--- src/rtl/adc_spi_master.sv ---
// adc_spi_master: single-frame SPI master (mode 0) for a serial ADC.
// A frame is 16 SCLK bits: an 8-bit command {1, mux_sel, 0000} MSB first, then 8 bits in
// which the ADC code is read back MSB first on miso.
//
// Ports:
//   clk      - clock, all logic on the rising edge
//   rst      - synchronous active-low reset
//   adc_en   - enable; start is ignored while low
//   start    - conversion request, sampled in idle only
//   mux_sel  - detector channel, legal 3'b001..3'b100
//   result   - last converted ADC code
//   eoc      - one-cycle end-of-conversion pulse; result valid from that cycle on
//   err      - one-cycle pulse when a start is rejected for an illegal mux_sel
//   busy     - high whenever the controller is not idle
//   sclk     - SPI clock, idles low
//   cs_n     - SPI chip select, active-low
//   mosi     - SPI data to the ADC
//   miso     - SPI data from the ADC, synchronous to clk
module adc_spi_master #(
    parameter int unsigned CLK_DIV = 2
) (
    input  logic       clk,
    input  logic       rst,
    input  logic       adc_en,
    input  logic       start,
    input  logic [2:0] mux_sel,
    output logic [7:0] result,
    output logic       eoc,
    output logic       err,
    output logic       busy,
    output logic       sclk,
    output logic       cs_n,
    output logic       mosi,
    input  logic       miso
);

    // Wide enough to hold CLK_DIV-1 for every legal CLK_DIV, including 1.
    localparam int unsigned PW = $clog2(CLK_DIV + 1);
    localparam logic [PW-1:0] PhaseLast = PW'(CLK_DIV - 1);

    typedef enum logic [2:0] {StIdle, StCsSetup, StShift, StCsHold, StDone} state_e;

    state_e        state_q, state_d;
    logic [PW-1:0] phase_q, phase_d;
    logic [3:0]    bit_q, bit_d;
    logic          hi_q, hi_d;
    logic [2:0]    sel_q, sel_d;
    logic [7:0]    shreg_q, shreg_d;
    logic [7:0]    result_q, result_d;
    logic          eoc_q, eoc_d;
    logic          err_q, err_d;
    logic          sclk_q, sclk_d;
    logic          cs_n_q, cs_n_d;
    logic          mosi_q, mosi_d;

    logic [7:0] cmd;
    logic       sel_legal;
    logic       phase_end;

    always_comb begin
        cmd       = {1'b1, sel_q, 4'b0000};
        sel_legal = (mux_sel != 3'b000) && (mux_sel <= 3'b100);
        phase_end = (phase_q == PhaseLast);

        state_d  = state_q;
        phase_d  = phase_q;
        bit_d    = bit_q;
        hi_d     = hi_q;
        sel_d    = sel_q;
        shreg_d  = shreg_q;
        result_d = result_q;
        eoc_d    = 1'b0;
        err_d    = 1'b0;
        cs_n_d   = 1'b0;
        sclk_d   = 1'b0;
        mosi_d   = 1'b0;

        // Pin values are computed from the current state and registered, so every
        // SPI pin and pulse is glitch-free and lags the state by one cycle.
        unique case (state_q)
            StIdle: begin
                cs_n_d  = 1'b1;
                phase_d = '0;
                bit_d   = '0;
                hi_d    = 1'b0;
                if (start && adc_en) begin
                    if (sel_legal) begin
                        sel_d   = mux_sel;
                        state_d = StCsSetup;
                    end else begin
                        err_d = 1'b1;
                    end
                end
            end
            StCsSetup: begin
                mosi_d = cmd[7];
                if (phase_end) begin
                    phase_d = '0;
                    state_d = StShift;
                end else begin
                    phase_d = phase_q + 1'b1;
                end
            end
            StShift: begin
                sclk_d = hi_q;
                // cmd[7-bit] for bits 0..7, zeros afterwards; bit_q only moves at a
                // high->low boundary so mosi changes at the start of a low phase.
                mosi_d = bit_q[3] ? 1'b0 : cmd[~bit_q[2:0]];
                // First cycle of a high phase is the edge that raises sclk.
                if (hi_q && (phase_q == '0) && bit_q[3]) begin
                    shreg_d = {shreg_q[6:0], miso};
                end
                if (phase_end) begin
                    phase_d = '0;
                    hi_d    = ~hi_q;
                    if (hi_q) begin
                        if (bit_q == 4'd15) begin
                            bit_d   = '0;
                            state_d = StCsHold;
                        end else begin
                            bit_d = bit_q + 4'd1;
                        end
                    end
                end else begin
                    phase_d = phase_q + 1'b1;
                end
            end
            StCsHold: begin
                if (phase_end) begin
                    phase_d = '0;
                    state_d = StDone;
                end else begin
                    phase_d = phase_q + 1'b1;
                end
            end
            StDone: begin
                cs_n_d   = 1'b1;
                eoc_d    = 1'b1;
                result_d = shreg_q;
                state_d  = StIdle;
            end
            default: begin
                cs_n_d  = 1'b1;
                state_d = StIdle;
            end
        endcase
    end

    always_ff @(posedge clk) begin
        if (!rst) begin
            state_q  <= StIdle;
            phase_q  <= '0;
            bit_q    <= '0;
            hi_q     <= 1'b0;
            sel_q    <= '0;
            shreg_q  <= '0;
            result_q <= '0;
            eoc_q    <= 1'b0;
            err_q    <= 1'b0;
            sclk_q   <= 1'b0;
            cs_n_q   <= 1'b1;
            mosi_q   <= 1'b0;
        end else begin
            state_q  <= state_d;
            phase_q  <= phase_d;
            bit_q    <= bit_d;
            hi_q     <= hi_d;
            sel_q    <= sel_d;
            shreg_q  <= shreg_d;
            result_q <= result_d;
            eoc_q    <= eoc_d;
            err_q    <= err_d;
            sclk_q   <= sclk_d;
            cs_n_q   <= cs_n_d;
            mosi_q   <= mosi_d;
        end
    end

    assign result = result_q;
    assign eoc    = eoc_q;
    assign err    = err_q;
    assign busy   = (state_q != StIdle);
    assign sclk   = sclk_q;
    assign cs_n   = cs_n_q;
    assign mosi   = mosi_q;

endmodule
--- config.mk ---
export PLATFORM = sky130hd
export DESIGN_NAME = adc_spi_master
export DESIGN_NICKNAME = d
export VERILOG_FILES = /design/src/rtl/adc_spi_master.sv
export SDC_FILE = /design/constraint.sdc
export NUM_CORES = 1
export LEC_CHECK = 0
export ABC_CLOCK_PERIOD_IN_PS = 1500
export CORE_ASPECT_RATIO = 1.1
export CORE_MARGIN = 5
export CORE_UTILIZATION = 45
export DETAILED_ROUTE_END_ITERATION = 7
export PLACE_DENSITY = 0.65
export SYNTH_ARGS = -nofsm -noshare
export SYNTH_HDL_FRONTEND = slang
export SYNTH_SLANG_ARGS = --single-unit
--- constraint.sdc ---
create_clock -name clk -period 1.5 [get_ports clk]
set_input_delay 0.3 -clock clk [delete_from_list [all_inputs] [get_ports clk]]
set_output_delay 0.3 -clock clk [all_outputs]
set_load 0.02 [all_outputs]
# [Yosys cells after proc, flatten, opt, wreduce, memory -nomap -nowiden]
# Cells that the tools add are included.
[totals] elab_cells=72 mem_bits_rw=0 n_memories=0 out_inout_bits=14 register_bits=34 mem_bits_ro=0 latch_bits=0
[op_classes] n_eq_ne=13 n_lt_le_gt_ge=2 shift=0 div=0 n_mul=0 bitwise_logic=2 mux=23 n_addsub=2 reduce_logical=18
[op_table] op="2-to-1 mux 3 bit" n=7
[op_table] op="inequality test 2 bit (second input constant)" n=7
[op_table] op="2-to-1 mux 4 bit" n=3
[op_table] op="case mux 3 bit (4 select lines)" n=1
[op_table] op="AND reduction 3 bit" n=3
[op_table] op="case mux 4 bit (2 select lines)" n=1
[op_table] op="AND reduction 7 bit" n=1
[op_table] op="equality test 3 x 2 -> 1 bit (second input constant)" n=2
[op_table] op="2-to-1 mux 1 bit" n=6
[op_table] op="AND reduction 2 bit" n=3
[op_table] op="nonzero test 3 bit" n=2
[op_table] op="adder 4 x 1 -> 4 bit (second input constant)" n=1
[op_table] op="equality test 4 bit (second input constant)" n=1
[op_table] op="logical AND 1 bit" n=4
[op_table] op="less-than comparator 3 x 4 -> 1 bit (second input constant)" n=1
[op_table] op="case mux 1 bit (2 select lines)" n=2
[op_table] op="case mux 2 bit (2 select lines)" n=1
[op_table] op="nonzero test 2 bit" n=2
[op_table] op="binary-select mux 1 bit (select 3 bit)" n=1
[op_table] op="equality test 3 x 1 -> 1 bit (second input constant)" n=1
[op_table] op="equality test 3 bit (second input constant)" n=1
[op_table] op="less-or-equal comparator 3 bit (second input constant)" n=1
[op_table] op="zero test 3 bit" n=1
[op_table] op="inverter 3 bit" n=1
[op_table] op="other kinds (6)" n=6

# [Longest topological paths before layout]
# Gate-level depths: netlist of the first run.
[depth] word_depth=5 depth_mapped=6

# [Least setup slack after synthesis of the first run]
# Ideal clock, no wire load.
[synth_timing] path_type="flip-flop to flip-flop" startpoint="reg state_q[0]" endpoint="reg bit_q[2]" setup_ns=0.115 stages_incl_launch_ff=6 arrival_ns=1.187 n_path_buf=1 synth_period_minus_slack_ns=1.303 setup_slack_ns=0.197 path_cell_list="dfxtp_1 buf_2 or2_1 a21oi_2 o21ai_1 a31o_1"
[synth_between] elab_chain_cells=3 elab_cells_between_ends=7 classes_between="3 x eq/ne; 1 x mux; 3 x reduce/logical"
[synth_rtl] element="start: declaration" line="43" source="state_e state_q, state_d;"
[synth_rtl] element="start signal: assignment" line="151" source="state_q <= StIdle;"
[synth_rtl] element="start signal: assignment" line="164" source="state_q <= state_d;"
[synth_rtl] element="equality test 3 x 2 -> 1 bit / zero test 3 bit (equally long branches)" line="80" source="unique case (state_q)"
[synth_rtl] element="inequality test 2 bit (no source line) / nonzero test 2 bit (equally long branches)"
[synth_rtl] element="AND reduction 3 bit (no source line)"
[synth_rtl] element="end signal: assignment" line="166" source="bit_q <= bit_d;"
[synth_rtl] element="end: declaration" line="45" source="logic [3:0] bit_q, bit_d;"
# Parallel ways exist; a longest one is shown, timed or not.
# A chain may end at the register's enable or synchronous reset.

# [Final worst setup path of the first run]
[layout_timing] startpoint="reg state_q[0]" endpoint="reg result_q[6] (netlist: result[6])"
[layout_between] elab_chain_cells=1
[layout_rtl] element="equality test 3 bit" line="80"
[layout_rtl] element="end signal: assignment" line="170" source="result_q <= result_d;"
[layout_rtl] element="end: declaration" line="49" source="logic [7:0] result_q, result_d;"
# Every way passes these cells.

==> results of run 1 <==
==> where the power goes <==
| group | leakage [nW] | total [mW] | switching (mW) | internal (mW) |
|---|---|---|---|---|
| Clock | 0.0302 | 0.487 | 0.276 | 0.211 |
| Combinational | 0.521 | 0.197 | 0.0986 | 0.0979 |
| Sequential | 0.274 | 0.928 | 0.00974 | 0.918 |
==> per-stage QoR <==
stage,utilization,setup slack [ps],instances,area [um^2]
after global placement,0.572,-141,214,1770
after global routing,0.597,-41.2,223,1850
final,0.597,106,223,1850
after CTS,0.585,20.1,220,1810
after detailed placement,0.572,-211,214,1770
after floorplan,-,197,157,1470
==> cells in the final DEF (no fill, tap or decap), drive strengths merged, types with 4 or more instances in the layout <==
| cell | synthesis | final |
|---|---|---|
| clkdlybuf4s50 | 0 | 7 |
| clkbuf | 4 | 6 |
| mux2i | 15 | 15 |
| a21oi | 4 | 4 |
| and2 | 4 | 4 |
| dfxtp | 34 | 34 |
| nor2b | 17 | 17 |
| o21ai | 4 | 4 |
| buf | 3 | 13 |
| a21boi | 8 | 8 |
| dlygate4sd2 | 0 | 13 |
| nand2 | 22 | 22 |
| nor2 | 9 | 9 |
==> registers in the layout, summed over array words and instances, names as in the netlist <==
| register | flops |
|---|---|
| result | 8 |
| shreg_q | 8 |
| bit_q | 4 |
| sel_q | 3 |
| state_q | 3 |
| phase_q | 2 |
| cs_n | 1 |
| eoc | 1 |
| err | 1 |
| hi_q | 1 |
| mosi | 1 |
| sclk | 1 |
==> routing by layer <==
| metal | track usage | wire, um |
|---|---|---|
| met1 | 0.148 | 1280 |
| met2 | 0.244 | 1420 |
| met3 | 0.0433 | 100 |
| met4 | 0.0704 | 48 |
| met5 | 0 | 0 |
==> how the worst max path moves through the flow <==
stage                                        from                     end  slack, ps  depth (start not counted)
after global placement                 mux_sel[2]   sel_q[2]$_SDFFE_PN0P_       -140                          5
after CTS                 state_q[1]$_SDFFE_PN0P_  result[7]$_SDFFE_PN0P_         20                          5
after floorplan           state_q[0]$_SDFFE_PN0P_   bit_q[2]$_SDFFE_PN0P_        200                          5
after global routing      state_q[0]$_SDFFE_PN0P_  result[7]$_SDFFE_PN0P_        -40                          5
after detailed placement               mux_sel[2]   sel_q[2]$_SDFFE_PN0P_       -210                          5
final                     state_q[0]$_SDFFE_PN0P_  result[6]$_SDFFE_PN0P_        110                          5
==> worst max-delay path, cell delays in order, from the launching register on <==
cell      delay, ps
dfxtp_1         330
buf_4           170
nor2_1          300
nand2_1         280
nand2_1         140
a21boi_1         60
==> layout make-up <==
type / count / share of cell area
Sequential cell: 34 / 0.368
Timing Repair Buffer: 33 / 0.159
Inverter: 1 / 0.00203
Multi-Input combinational cell: 115 / 0.420
Tap cell: 34 / 0.0230
Clock buffer: 6 / 0.0277
==> cell families after synthesis <==
| family | Yosys count |
|---|---|
| AO/OA/AOI/OAI | 24 |
| XOR/XNOR | 3 |
| adder cells (fa/ha/maj) | 1 |
| buffers and inverters | 8 |
| flip-flops | 34 |
| multiplexers | 15 |
| AND/OR/NAND/NOR | 72 |
==> repair_timing <==
action                                  CTS  global route
pin swaps                                 1             2
setup buffers                             0             3
endpoints found under the setup margin   16            18
resized for setup                        19             4
hold buffers                              0             0
==> metrics, run 1 <==
CP Launch Type=register; status=complete, no violations; Fmax=~720 MHz; Maximum Capacitance Violations=0; largest cells by area after synthesis=dfxtp_1 46%, mux2i_1 10%, nor2b_1 7.2%; clk_lat worst skew=between 300 and 400 ps; global route overflow=0; top post-synthesis cells by count=34 x dfxtp_1, 22 x nand2_1, 17 x nor2b_1; worst hold margin=roughly 450 ps; ratio of cells with drive above 1 in the final layout=0.132; I/O Buffers=21; Mapped Area=between 1000 and 1500 um^2; die area=between 4000 and 5000 um^2; WP data arrival=between 1500 and 2000 ps; YS warnings=0; hold crit path type=register to register; synthesized flop and latch total=34; first-pass GRT wire length=4.99 mm; post-synthesis adder-cell area fraction=0.00852; die height=roughly 70 um; worst r2r dst=result[6]$_SDFFE_PN0P_; Max VDD drop=between 0.4 and 0.5 mV; initial antenna violation count=0; final setup vio count=0; Worst Path Class, Setup=register to register; most common flop cell mapped by yosys=dfxtp_1; pwr dens=roughly 870 nW/um^2; register area=between 600 and 700 um^2; EDFF count, synth=0; post-synth net total=166; Final Hold Viols=0; leakage power=slightly above 0.8 nW; Final Net Count=between 150 and 200; crit share post-route=0.929; Post-synth ARST share=0; post-synth top area cell=dfxtp_1; Clock Pin Slew Worst Setup and Hold Paths=100 ps; Fillers=around 290; DRC=0; DP Wirelength=around 2.1 mm; mux share of post-synthesis cell area=0.102; relative slew slack=0.757; hold path depth=2; pins over their slew limit=0; DRT Pass-1 Iters=4; largest family of logic cells by synthesized area=simple AND/OR/NAND/NOR gates; Hold Crit Start=result[2]$_SDFFE_PN0P_; Multi-input gate area=778 um^2; Starting Density=0.474; CP endpoint kind=register; cts bufs inserted=5; clock root cell=clkbuf_4; Reg-to-Reg Start=state_q[0]$_SDFFE_PN0P_; reg2reg setup slack=approximately 110 ps; RSZ-0062 raised after global routing=true; count of cell types in the netlist=36; Synth Area per Inst=between 9 and 10 um^2; Area Overhead vs Synth=26.1%; Compound-Gate Fraction of Synth Area=0.116; Worst-Margin Slew=approximately 360 ps; Crit Path Max Fanout=10; setup_tns=0 ps; via count=1,182; Cells after Synth=around 160; I/O pin count=22; die width=around 64 um; top-count cell post-synth=dfxtp_1; Detailed Route WL=2.85 mm; CTS tree=built; GRT Total Usage=0.139; initial drt markers=25; clock skew=around 11 ps; # rows=21; post-layout minimum cycle time=1390 ps; Synth top area share=0.463; DRT antenna net count=0; core area=roughly 3100 um^2; CTS Buffer Depth=2; RePlAce Congestion=between 0.7 and 0.8; post-synthesis sequential area ratio=0.463; largest net degree at the start of global routing=34; worst-case reg-to-reg path depth=5; wire per inst=roughly 13 um; Hold Path End=result[2]$_SDFFE_PN0P_; Num Clock Sinks=34; H-tree depth=2; Synth Area in XOR/XNOR=0.0179; Antenna diodes=0; total chip power=~1.6 mW; simple logic cell fraction of the synthesized area=0.270; CP required=around 1700 ps; vias per cell=5.30; vias in the first global route=1,179
Power figures use the tool's default switching activity.
==> run 2: changes to the inputs <==
- CORE_UTILIZATION: 45 -> 25
- PLACE_DENSITY: 0.65 -> 0.4
==> run 2 against run 1 <==
Compared with the run above: combinational power barely moved; critical path depth stayed put; via count shrank 1.4%; critical path type unchanged; count of clock-buffer cells in the layout unchanged; die area increased by 67%; largest power group is now clock; critical endpoint is now bit_q[2]$_SDFFE_PN0P_; sequential power is essentially flat.
==> metrics, run 2 (synthesis results as in run 1) <==
Reg-to-Reg Start=state_q[2]$_SDFFE_PN0P_; vias per cell=approximately 4.3; initial antenna violation count=0; Antenna diodes=0; I/O pin count=22; Fmax=~690 MHz; Maximum Capacitance Violations=0; crit path from=state_q[2]$_SDFFE_PN0P_; DRT Pass-1 Iters=4; status=complete, no violations; global route overflow=0; die area=7510 um^2; Area Overhead vs Synth=36.4%; DP Wirelength=between 2 and 2.5 mm; vias in the first global route=about 1,100; pins over their slew limit=0; relative slew slack=0.797; CP peak stage delay=between 300 and 400 ps; Worst Path Class, Setup=register to register; setup_tns=0 ps; worst-case reg-to-reg path depth=5; die width=between 80 and 90 um; wire per inst=between 10 and 15 um; DRC=0; via count=roughly 1,200; Num Clock Sinks=34; Slowest-stage cell, CP=dfxtp_1; Final Hold Viols=0; post-layout minimum cycle time=about 1400 ps; largest net degree at the start of global routing=18; WP data arrival=about 1600 ps; I/O Buffers=21; cts bufs inserted=5; leakage power=0.875 nW; clk_lat worst skew=approximately 290 ps; CP endpoint kind=register; core area=approximately 5700 um^2; initial drt markers=44; critical path endpoint=bit_q[2]$_SDFFE_PN0P_; GRT Total Usage=0.0912; commonest non-fill, non-tap cells in the layout=34 x dfxtp_1, 22 x nand2_1, 17 x nor2b_1, 15 x mux2i_1, 14 x buf_4; Starting Density=0.256; worst hold margin=around 450 ps; CP required=~1700 ps; clock root cell=clkbuf_8; Clock Pin Slew Worst Setup and Hold Paths=around 70 ps; final setup vio count=0; pwr dens=about 1100 nW/um^2; worst-path cell chain=buf_4 > or2_1 > a21oi_4 > o21ai_1 > a31o_1; most common cell after layout, fill and taps aside=dfxtp_1; placed insts=261; Crit Path Max Fanout=12; H-tree depth=2; hold crit path type=register to register; clock skew=around 4.4 ps; CTS tree=built; Detailed Route WL=between 3 and 4 mm; # rows=29; crit share post-route=0.963; Final Net Count=around 200; Hold-fix buffers, CTS=0; Worst-Margin Slew=about 300 ps; Finished Layout Cells=271; CP Launch Type=register; ratio of cells with drive above 1 in the final layout=0.144; reg2reg setup slack=between 50 and 60 ps; Max VDD drop=roughly 0.54 mV; CTS Buffer Depth=2; RePlAce Congestion=~0.74; worst r2r dst=bit_q[2]$_SDFFE_PN0P_; die height=90.4 um; DRT antenna net count=0; first-pass GRT wire length=about 5.4 mm
[run 2: final cells by class]
class                           count  area (um^2)
Fill cell                         621         3730
Multi-Input combinational cell    115          774
Sequential cell                    34          681
Timing Repair Buffer               36          305
Tap cell                           77         96.3
Clock buffer                        6         82.6
Clock inverter                      2         60.1
Inverter                            1         3.75
[run 2: how the worst min path moves through the flow]
stage / from / depth (start not counted) / slack (ps) / endpoint
5_1_grt: result[4]$_SDFFE_PN0P_ / 2 / 470 / result[4]$_SDFFE_PN0P_
4_1_cts: result[5]$_SDFFE_PN0P_ / 2 / 450 / result[5]$_SDFFE_PN0P_
3_3_place_gp: result[4]$_SDFFE_PN0P_ / 2 / 440 / result[4]$_SDFFE_PN0P_
6_report: result[5]$_SDFFE_PN0P_ / 2 / 450 / result[5]$_SDFFE_PN0P_
2_1_floorplan: shreg_q[7]$_SDFFE_PN0P_ / 2 / 430 / result[7]$_SDFFE_PN0P_
3_5_place_dp: result[5]$_SDFFE_PN0P_ / 2 / 450 / result[5]$_SDFFE_PN0P_
[run 2: worst max-delay path: cells and delay by family, from the launching register on]
family | cells | cell delay, ps
compound gates | 3 | 520
buf+inv | 1 | 180
flops | 1 | 320
simple gates | 1 | 320
[run 2: timing repair]
action                                 4_1_cts  5_1_grt
resized for setup                           16        4
setup endpoints to repair                   14       15
buffers inserted                             0        2
pin swaps                                    0        1
endpoints found under the hold margin        0        0
[run 2: routing by layer]
layer  global-route usage  vias to the layer above  part of all wire
met4               0.0504                        0             0.023
met1                0.101                      530              0.44
met5                    0                        -                 0
li1                     -                      608                 -
met2                0.150                       22              0.49
met3               0.0338                        6             0.052
[run 2: through the flow]
step | worst slack, ps | util | area (um^2) | power [mW]
after floorplan | 197 | - | 1470 | 1.06
after global placement | -145 | 0.322 | 1840 | 1.15
after detailed placement | -199 | 0.322 | 1840 | 1.15
after CTS | 6.94 | 0.345 | 1980 | 2.21
after global routing | -0.846 | 0.349 | 2000 | 2.28
final | 56.2 | 0.349 | 2000 | 2.17
[run 2: report_power, final]
group,switching [mW],internal (mW),leakage [nW]
Clock,0.337,0.709,0.0714
Combinational,0.101,0.0990,0.529
Sequential,0.0103,0.918,0.274
Total,0.448,1.73,0.875
